File: src/rtl/imm_gen_pipe.sv
// RV immediate generator (I/S/B/U/J + CSR zimm) with a registered output stage
// and a one-entry skid so in_ready_o never depends combinationally on out_ready_i.
module imm_gen_pipe #(
   parameter int XLEN  = 32,
   parameter int ERR_W = 8
) (
   input  logic             clk_i,
   input  logic             rst_i,
   input  logic             flush_i,
   input  logic             in_valid_i,
   output logic             in_ready_o,
   input  logic [31:0]      instr_i,
   input  logic [2:0]       fmt_i,
   input  logic             zext_i,
   output logic             out_valid_o,
   input  logic             out_ready_i,
   output logic [XLEN-1:0]  imm_o,
   output logic             fmt_err_o,
   output logic [ERR_W-1:0] err_cnt_o
);

   typedef struct packed {
      logic [XLEN-1:0] imm;
      logic            err;
   } ent_t;

   ent_t             w_dec;
   ent_t             r_out;
   ent_t             r_skid;
   logic             r_out_vld;
   logic             r_skid_vld;
   logic [ERR_W-1:0] r_err_cnt;
   logic             w_s;
   logic             w_se;
   logic             w_accept;
   logic             w_deliver;
   logic             w_out_free;

   assign w_s  = instr_i[31];
   assign w_se = w_s & ~zext_i;

   always_comb begin
      w_dec = '0;
      case (fmt_i)
         3'd0: w_dec.imm = {{(XLEN-12){w_se}}, instr_i[31:20]};
         3'd1: w_dec.imm = {{(XLEN-12){w_se}}, instr_i[31:25], instr_i[11:7]};
         3'd2: w_dec.imm = {{(XLEN-13){w_s}}, instr_i[31], instr_i[7],
                            instr_i[30:25], instr_i[11:8], 1'b0};
         3'd3: w_dec.imm = {{(XLEN-32){w_s}}, instr_i[31:12], 12'b0};
         3'd4: w_dec.imm = {{(XLEN-21){w_s}}, instr_i[31], instr_i[19:12],
                            instr_i[20], instr_i[30:21], 1'b0};
         3'd5: w_dec.imm = {{(XLEN-5){1'b0}}, instr_i[19:15]};
         default: w_dec.err = 1'b1;
      endcase
   end

   assign w_accept   = in_valid_i & ~r_skid_vld;
   assign w_deliver  = r_out_vld & out_ready_i;
   assign w_out_free = ~r_out_vld | out_ready_i;

   always_ff @(posedge clk_i or negedge rst_i) begin
      if (!rst_i) begin
         r_out      <= '0;
         r_out_vld  <= 1'b0;
         r_skid     <= '0;
         r_skid_vld <= 1'b0;
      end else if (flush_i) begin
         r_out_vld  <= 1'b0;
         r_skid_vld <= 1'b0;
      end else if (r_skid_vld) begin
         // skid full implies in_ready_o=0, so no accept can race this drain
         if (w_deliver) begin
            r_out      <= r_skid;
            r_out_vld  <= 1'b1;
            r_skid_vld <= 1'b0;
         end
      end else if (w_accept) begin
         if (w_out_free) begin
            r_out     <= w_dec;
            r_out_vld <= 1'b1;
         end else begin
            r_skid     <= w_dec;
            r_skid_vld <= 1'b1;
         end
      end else if (w_deliver) begin
         r_out_vld <= 1'b0;
      end
   end

   always_ff @(posedge clk_i or negedge rst_i) begin
      if (!rst_i)
         r_err_cnt <= '0;
      else if (w_accept && w_dec.err && (r_err_cnt != {ERR_W{1'b1}}))
         r_err_cnt <= r_err_cnt + 1'b1;
   end

   assign in_ready_o  = ~r_skid_vld;
   assign out_valid_o = r_out_vld;
   assign imm_o       = r_out.imm;
   assign fmt_err_o   = r_out.err;
   assign err_cnt_o   = r_err_cnt;

endmodule

File: config.mk
export PLATFORM = sky130hd
export DESIGN_NAME = imm_gen_pipe
export DESIGN_NICKNAME = d
export VERILOG_FILES = /design/src/rtl/imm_gen_pipe.sv
export SDC_FILE = /design/constraint.sdc
export NUM_CORES = 1
export LEC_CHECK = 0
export BUFFER_PORTS_ARGS = -buffer_cell sky130_fd_sc_hd__buf_2
export CORE_ASPECT_RATIO = 0.7
export CORE_MARGIN = 8
export CORE_UTILIZATION = 25
export CTS_BUF_LIST = sky130_fd_sc_hd__clkbuf_8
export CTS_CLUSTER_SIZE = 28
export DETAILED_ROUTE_END_ITERATION = 7
export MAX_ROUTING_LAYER = met4
export SLEW_MARGIN = 30
export SYNTH_ARGS = -nofsm -noshare
export SYNTH_HDL_FRONTEND = slang
export SYNTH_SLANG_ARGS = --single-unit
export TNS_END_PERCENT = 20
File: constraint.sdc
create_clock -name clk_i -period 2.1 [get_ports clk_i]
set_clock_uncertainty 0.2 [all_clocks]
set_input_delay 0.315 -clock clk_i [delete_from_list [all_inputs] [get_ports clk_i]]
set_output_delay 0.315 -clock clk_i [all_outputs]
set_load 0.01 [all_outputs]
Word-level counts from Yosys, hierarchy flattened
Index checks and enable logic that the tools add are counted.

storage, ports and cells
  flip-flop bits (word level) = 76
  latch bits = 0
  memory bits (writable) = 0
  ROM bits = 0
  input bits = 41
  output and inout port bits = 43
  word-level logic and storage cells = 53
  memories kept = 0

cells by class
  $add $sub $neg = 1
  multiply operators = 0
  div/mod/pow operators = 0
  order comparisons = 0
  equality and inequality tests = 9
  shift operators = 0
  mux-type cells = 17
  bitwise operators = 9
  reductions and logical operators = 10

operator list
  kind                                                                   number
  32-bit one-hot mux with 6 select lines                                 1
  33-bit two-way mux                                                     4
  1-bit two-way mux                                                      12
  8-bit by 1-bit adder with 8-bit output, second input constant          1
  8-bit != test, second input constant                                   1
  4-bit AND reduction                                                    2
  3-bit by 2-bit equality test with 1-bit output, second input constant  2
  3-bit equality test, second input constant                             2
  6-bit OR reduction                                                     1
  1-bit NOT                                                              5
  4-bit by 3-bit != test with 1-bit output, second input constant        1
  2-bit nonzero test                                                     2
  1-bit bitwise AND                                                      3
  3-bit by 1-bit equality test with 1-bit output, second input constant  1
  3-bit zero test                                                        1
  3-bit by 2-bit != test with 1-bit output, second input constant        1
  3-bit AND reduction                                                    1
  3-bit nonzero test                                                     1
  1-bit logical AND                                                      2
  2-bit by 1-bit != test with 1-bit output, second input constant        1
  1-bit bitwise OR                                                       1

Logic depth before layout (Yosys ltp)
  depth after elaboration = 6
  mapped depth = 7
  mapped depth without buffers = 5

Worst setup path before layout
No wires, ideal clock.

  path type = reg2reg
  start = register r_out_vld (netlist: out_valid_o)
  end = register r_skid[10] (netlist name)
  setup time = 0.121 ns
  data arrival time = 1.482 ns
  required time = 1.779 ns
  setup slack = 0.297 ns
  stages on the path, launching flop included = 6
  path buffers = 2
  period minus slack after synthesis = 1.803 ns
  cells stage by stage = dfrtp_1 and2b_1 or3b_1 buf_2 buf_6 a22o_1

on the way
  longest elaborated chain between the ends = 4

ends and longest elaborated chain
  what                                  line  RTL
  start, declared                       30    logic r_out_vld;
  start signal, assigned                64    r_out_vld <= 1'b0;
  start signal, assigned                68    r_out_vld <= 1'b0;
  start signal, assigned                74    r_out_vld <= 1'b1;
  1-bit NOT                             59    assign w_out_free = ~r_out_vld | out_ready_i;
  1-bit bitwise OR                      59
  1-bit NOT (no source line)            --
  4-bit AND reduction (no source line)  --
  end signal, assigned                  82    r_skid <= w_dec;
  end, declared                         29    ent_t r_skid;

Every way passes these cells.
A chain may end at the register's enable or synchronous reset.

Worst setup path after layout
  start = register r_skid_vld
  end = output port in_ready_o

on the way
  longest elaborated chain between the ends = 1

ends and longest elaborated chain
  what                        line  RTL
  start, declared             31    logic r_skid_vld;
  start signal, assigned      66    r_skid_vld <= 1'b0;
  start signal, assigned      69    r_skid_vld <= 1'b0;
  start signal, assigned      75    r_skid_vld <= 1'b0;
  1-bit NOT (no source line)  --
  end, declared               11    output logic in_ready_o,

Every way passes these cells.

==> metrics.md <==
| Metric | Value |
|---|---|
| Status | complete, no violations |
| Logic gate share of total power | 0.229 |
| Worst Setup Start Kind | flop |
| Commonest cells after routing, fill and taps aside | nand2_1, dfrtp_1, buf_2, o21ai_1, a21oi_1 |
| Tcrit/Tclk final | 0.9497 |
| Clock Latency Late Sink | 0.35 ns |
| Internal | 0.002654 W |
| Minimum clock period | 1.994 ns |
| Final hold vios | 0 |
| Clk slew on worst S/H paths | 0.08 ns |
| Req. time, crit path | 1.58 ns |
| Largest family of logic cells by synthesized area | compound AO/OA/AOI/OAI gates |
| Yosys top cell area share | 0.5220 |
| Post-Syn Instances | 391 |
| Async SR Flop Fraction | 1.000 |
| Post-synth net total | 433 |
| R2r worst-path depth | 5 |
| Layout cells sized above 1 | 0.2293 |
| Register area share after synthesis | 0.5220 |
| Pwr/cell area | 862.1 mW/mm^2 |
| Seq pwr share | 0.494 |
| Final instance area | 0.004509 mm^2 |
| Dpl cell area | 0.004277 mm^2 |
| CTS tree | yes |
| Layout Nets | 508 |
| Initial antenna violation count | 0 |
| Total CTS buffers | 9 |
| Worst Hold Launch | instr_i[25] |
| Area leader, netlist | dfrtp_1 |
| Sw Pwr | 0.001233 W |
| Layout area overhead | 23.76% |
| Most common cell after layout, fill and taps aside | nand2_1 |
| DRC Markers | 0 |
| GP Congestion | 0.8250 |
| Synth top area cells | dfrtp_1, nand2_1, o21ai_1 |
| Die Span Y | 117.0 um |
| Avg Vias per Cell | 4.832 |
| Clk buf depth | 2 |
| Power Total | 0.003887 W |
| CTS root buf | clkbuf_8 |
| Clock power frac | 0.277 |
| Total congestion overflow | 0 |
| Port bufs | 76 |
| Setup TNS | 0 ns |
| Flop2flop setup slack | 0.16 ns |
| DR WL/cell | 16.13 um |
| Post-synth EDFFs | 0 |
| Vias in the first global route | 3205 |
| Crit Path Max Fanout | 13 |
| Ys flop type | dfrtp_1 |
| Core area | 0.01449 mm^2 |
| Simple-gate share of the synthesized area | 0.1614 |
| Leakage power | 2.026 nW |
| Max cap viols | 0 |
| Syn Area/Cell | 9.318 um^2 |
| Critical R2R Capture | r_skid_vld |
| Setup Viol. Count Final | 0 |
| Initial core utilization | 0.2514 |
| DRT antenna net count | 0 |
| Global Route Usage Sum | 0.1203 |
| Yosys warns | 0 |
| Clock H-tree levels | 3 |
| Worst min path class | input pin to flop |
| Final HPWL DP | 7771 um |
| RSZ-0062 raised after global routing | false |
| Initial DRC Count | 195 |
| Max-slew violation count | 0 |
| Die Area | 0.01875 mm^2 |
| Hold depth | 2 |
| #FFs+latches synth | 76 |
| Post-synthesis cell area | 0.003643 mm^2 |
| Max Freq | 501.4 MHz |
| XOR/XNOR share of the synthesized area | 0.007212 |
| Sw Share | 0.3173 |
| Vias | 3218 |
| Worst Hold End | r_skid[6] |
| Worst vdd ir | 0.3422 mV |
| CTS Sinks | 76 |
| Final WL | 10740 um |
| Nature of the critical path endpoint | output pin |
| WS Path Type | flop to output pin |
| Distinct cells, synth | 43 |
| Mux cell area share after synthesis | 0.01751 |
| Worst slew pin tran | 0.5271 ns |
| Largest net degree at the start of global routing | 44 |
| Antenna Cells | 0 |
| Drt first pass iters | 5 |
| Worst Path Arrival | 1.48 ns |
| Compound-Gate Fraction of Synth Area | 0.2356 |
| Row cnt | 37 |
| Synthesized-area fraction occupied by adder cells | 0.006181 |
| Critical R2R Launch | r_skid_vld |
| First-pass GRT wire length | 17330 um |
| Fin util | 0.3112 |
| Top Ports | 84 |
| Rel. slew slack | 0.6486 |
| DIE WIDTH | 160.3 um |
state kept, by name, summed over array words and instances (netlist names):
register	flops
r_skid	33
imm_o	32
err_cnt_o	8
r_skid_vld	1
fmt_err_o	1
out_valid_o	1
worst max-delay path, cell delays in order, from the launching register on:
cell	delay, ns
dfrtp_1	0.38
buf_4	0.15
inv_1	0.36
buf_2	0.23
area by class of cell:
class                   count  area [um^2]
inverters                  11        41.29
clock inverters             7        60.06
flip-flops and latches     76         1902
fillers                  1523         9981
multi-input cells         275         1564
repair buffers             93        574.3
clock buffers               9        123.9
well taps                 195        244.0
logic make-up (layout without fill, tap and decap cells):
family / after synthesis / after routing
AOI/OAI and AO/OA: 135 / 135
xor gates and xnor gates: 3 / 3
adders and majority gates: 2 / 2
buffers and inverters: 40 / 120
DFF: 76 / 76
muxes: 6 / 6
and+or+nand+nor: 129 / 129
stage by stage:
stage | setup WS [ns] | std cells | hold slack, ns
3_3_place_gp | 0.1163 | 646 | 0.1089
5_1_grt | 0.04007 | 666 | 0.01334
6_report | 0.1056 | 666 | 0.02048
2_1_floorplan | 0.2969 | 391 | -0.1806
3_5_place_dp | 0.05860 | 646 | 0.1174
4_1_cts | 0.07032 | 666 | 0.0007375
per-layer routing:
layer	GRT usage	vias up	share of wire
met5	-	-	0
met4	0.02854	0	0.0077
met3	0.04088	10	0.074
met2	0.1711	107	0.42
met1	0.1618	1553	0.50
li1	-	1548	-
cells in the mapped netlist, types with 2 or more instances:
library cell,instances
clkbuf_1,11
dfrtp_1,76
buf_2,14
inv_1,11
o211ai_1,15
nand2_1,80
nand2b_1,2
nor2_1,7
a211oi_1,12
o311a_1,8
a22o_1,7
nor3_1,5
nor3b_1,7
a221oi_1,5
a21oi_1,22
buf_4,2
nand3_1,17
mux2_1,2
mux2i_1,3
o21a_1,2
xnor2_1,3
o21ai_0,12
o21ai_1,48
power groups by stage:
stage	sequential (W)	combinational (W)	clock, W
finish	0.00192	0.000889	0.00108
global placement	0.00193	0.000886	0
CTS	0.00192	0.000913	0.00112
detailed placement	0.00195	0.000906	0
floorplan	0.00200	0.000430	0
global route	0.00196	0.00100	0.00117
timing repair:
action	in CTS	in global routing
setup buffers	0	0
resized for setup	0	2
hold endpoints to repair	36	0
setup endpoints to repair	0	15
hold buffers	4	0
worst max path at each step:
stage / slack [ns] / end / startpoint
after detailed placement: 0.06 / imm_o[11] / out_ready_i
after floorplan: 0.30 / r_skid[10] / out_valid_o
after global routing: 0.04 / in_ready_o / r_skid_vld
final: 0.11 / in_ready_o / r_skid_vld
after global placement: 0.12 / imm_o[15] / out_ready_i
after CTS: 0.07 / imm_o[16] / out_valid_o
(Power assumes the default switching activity.)
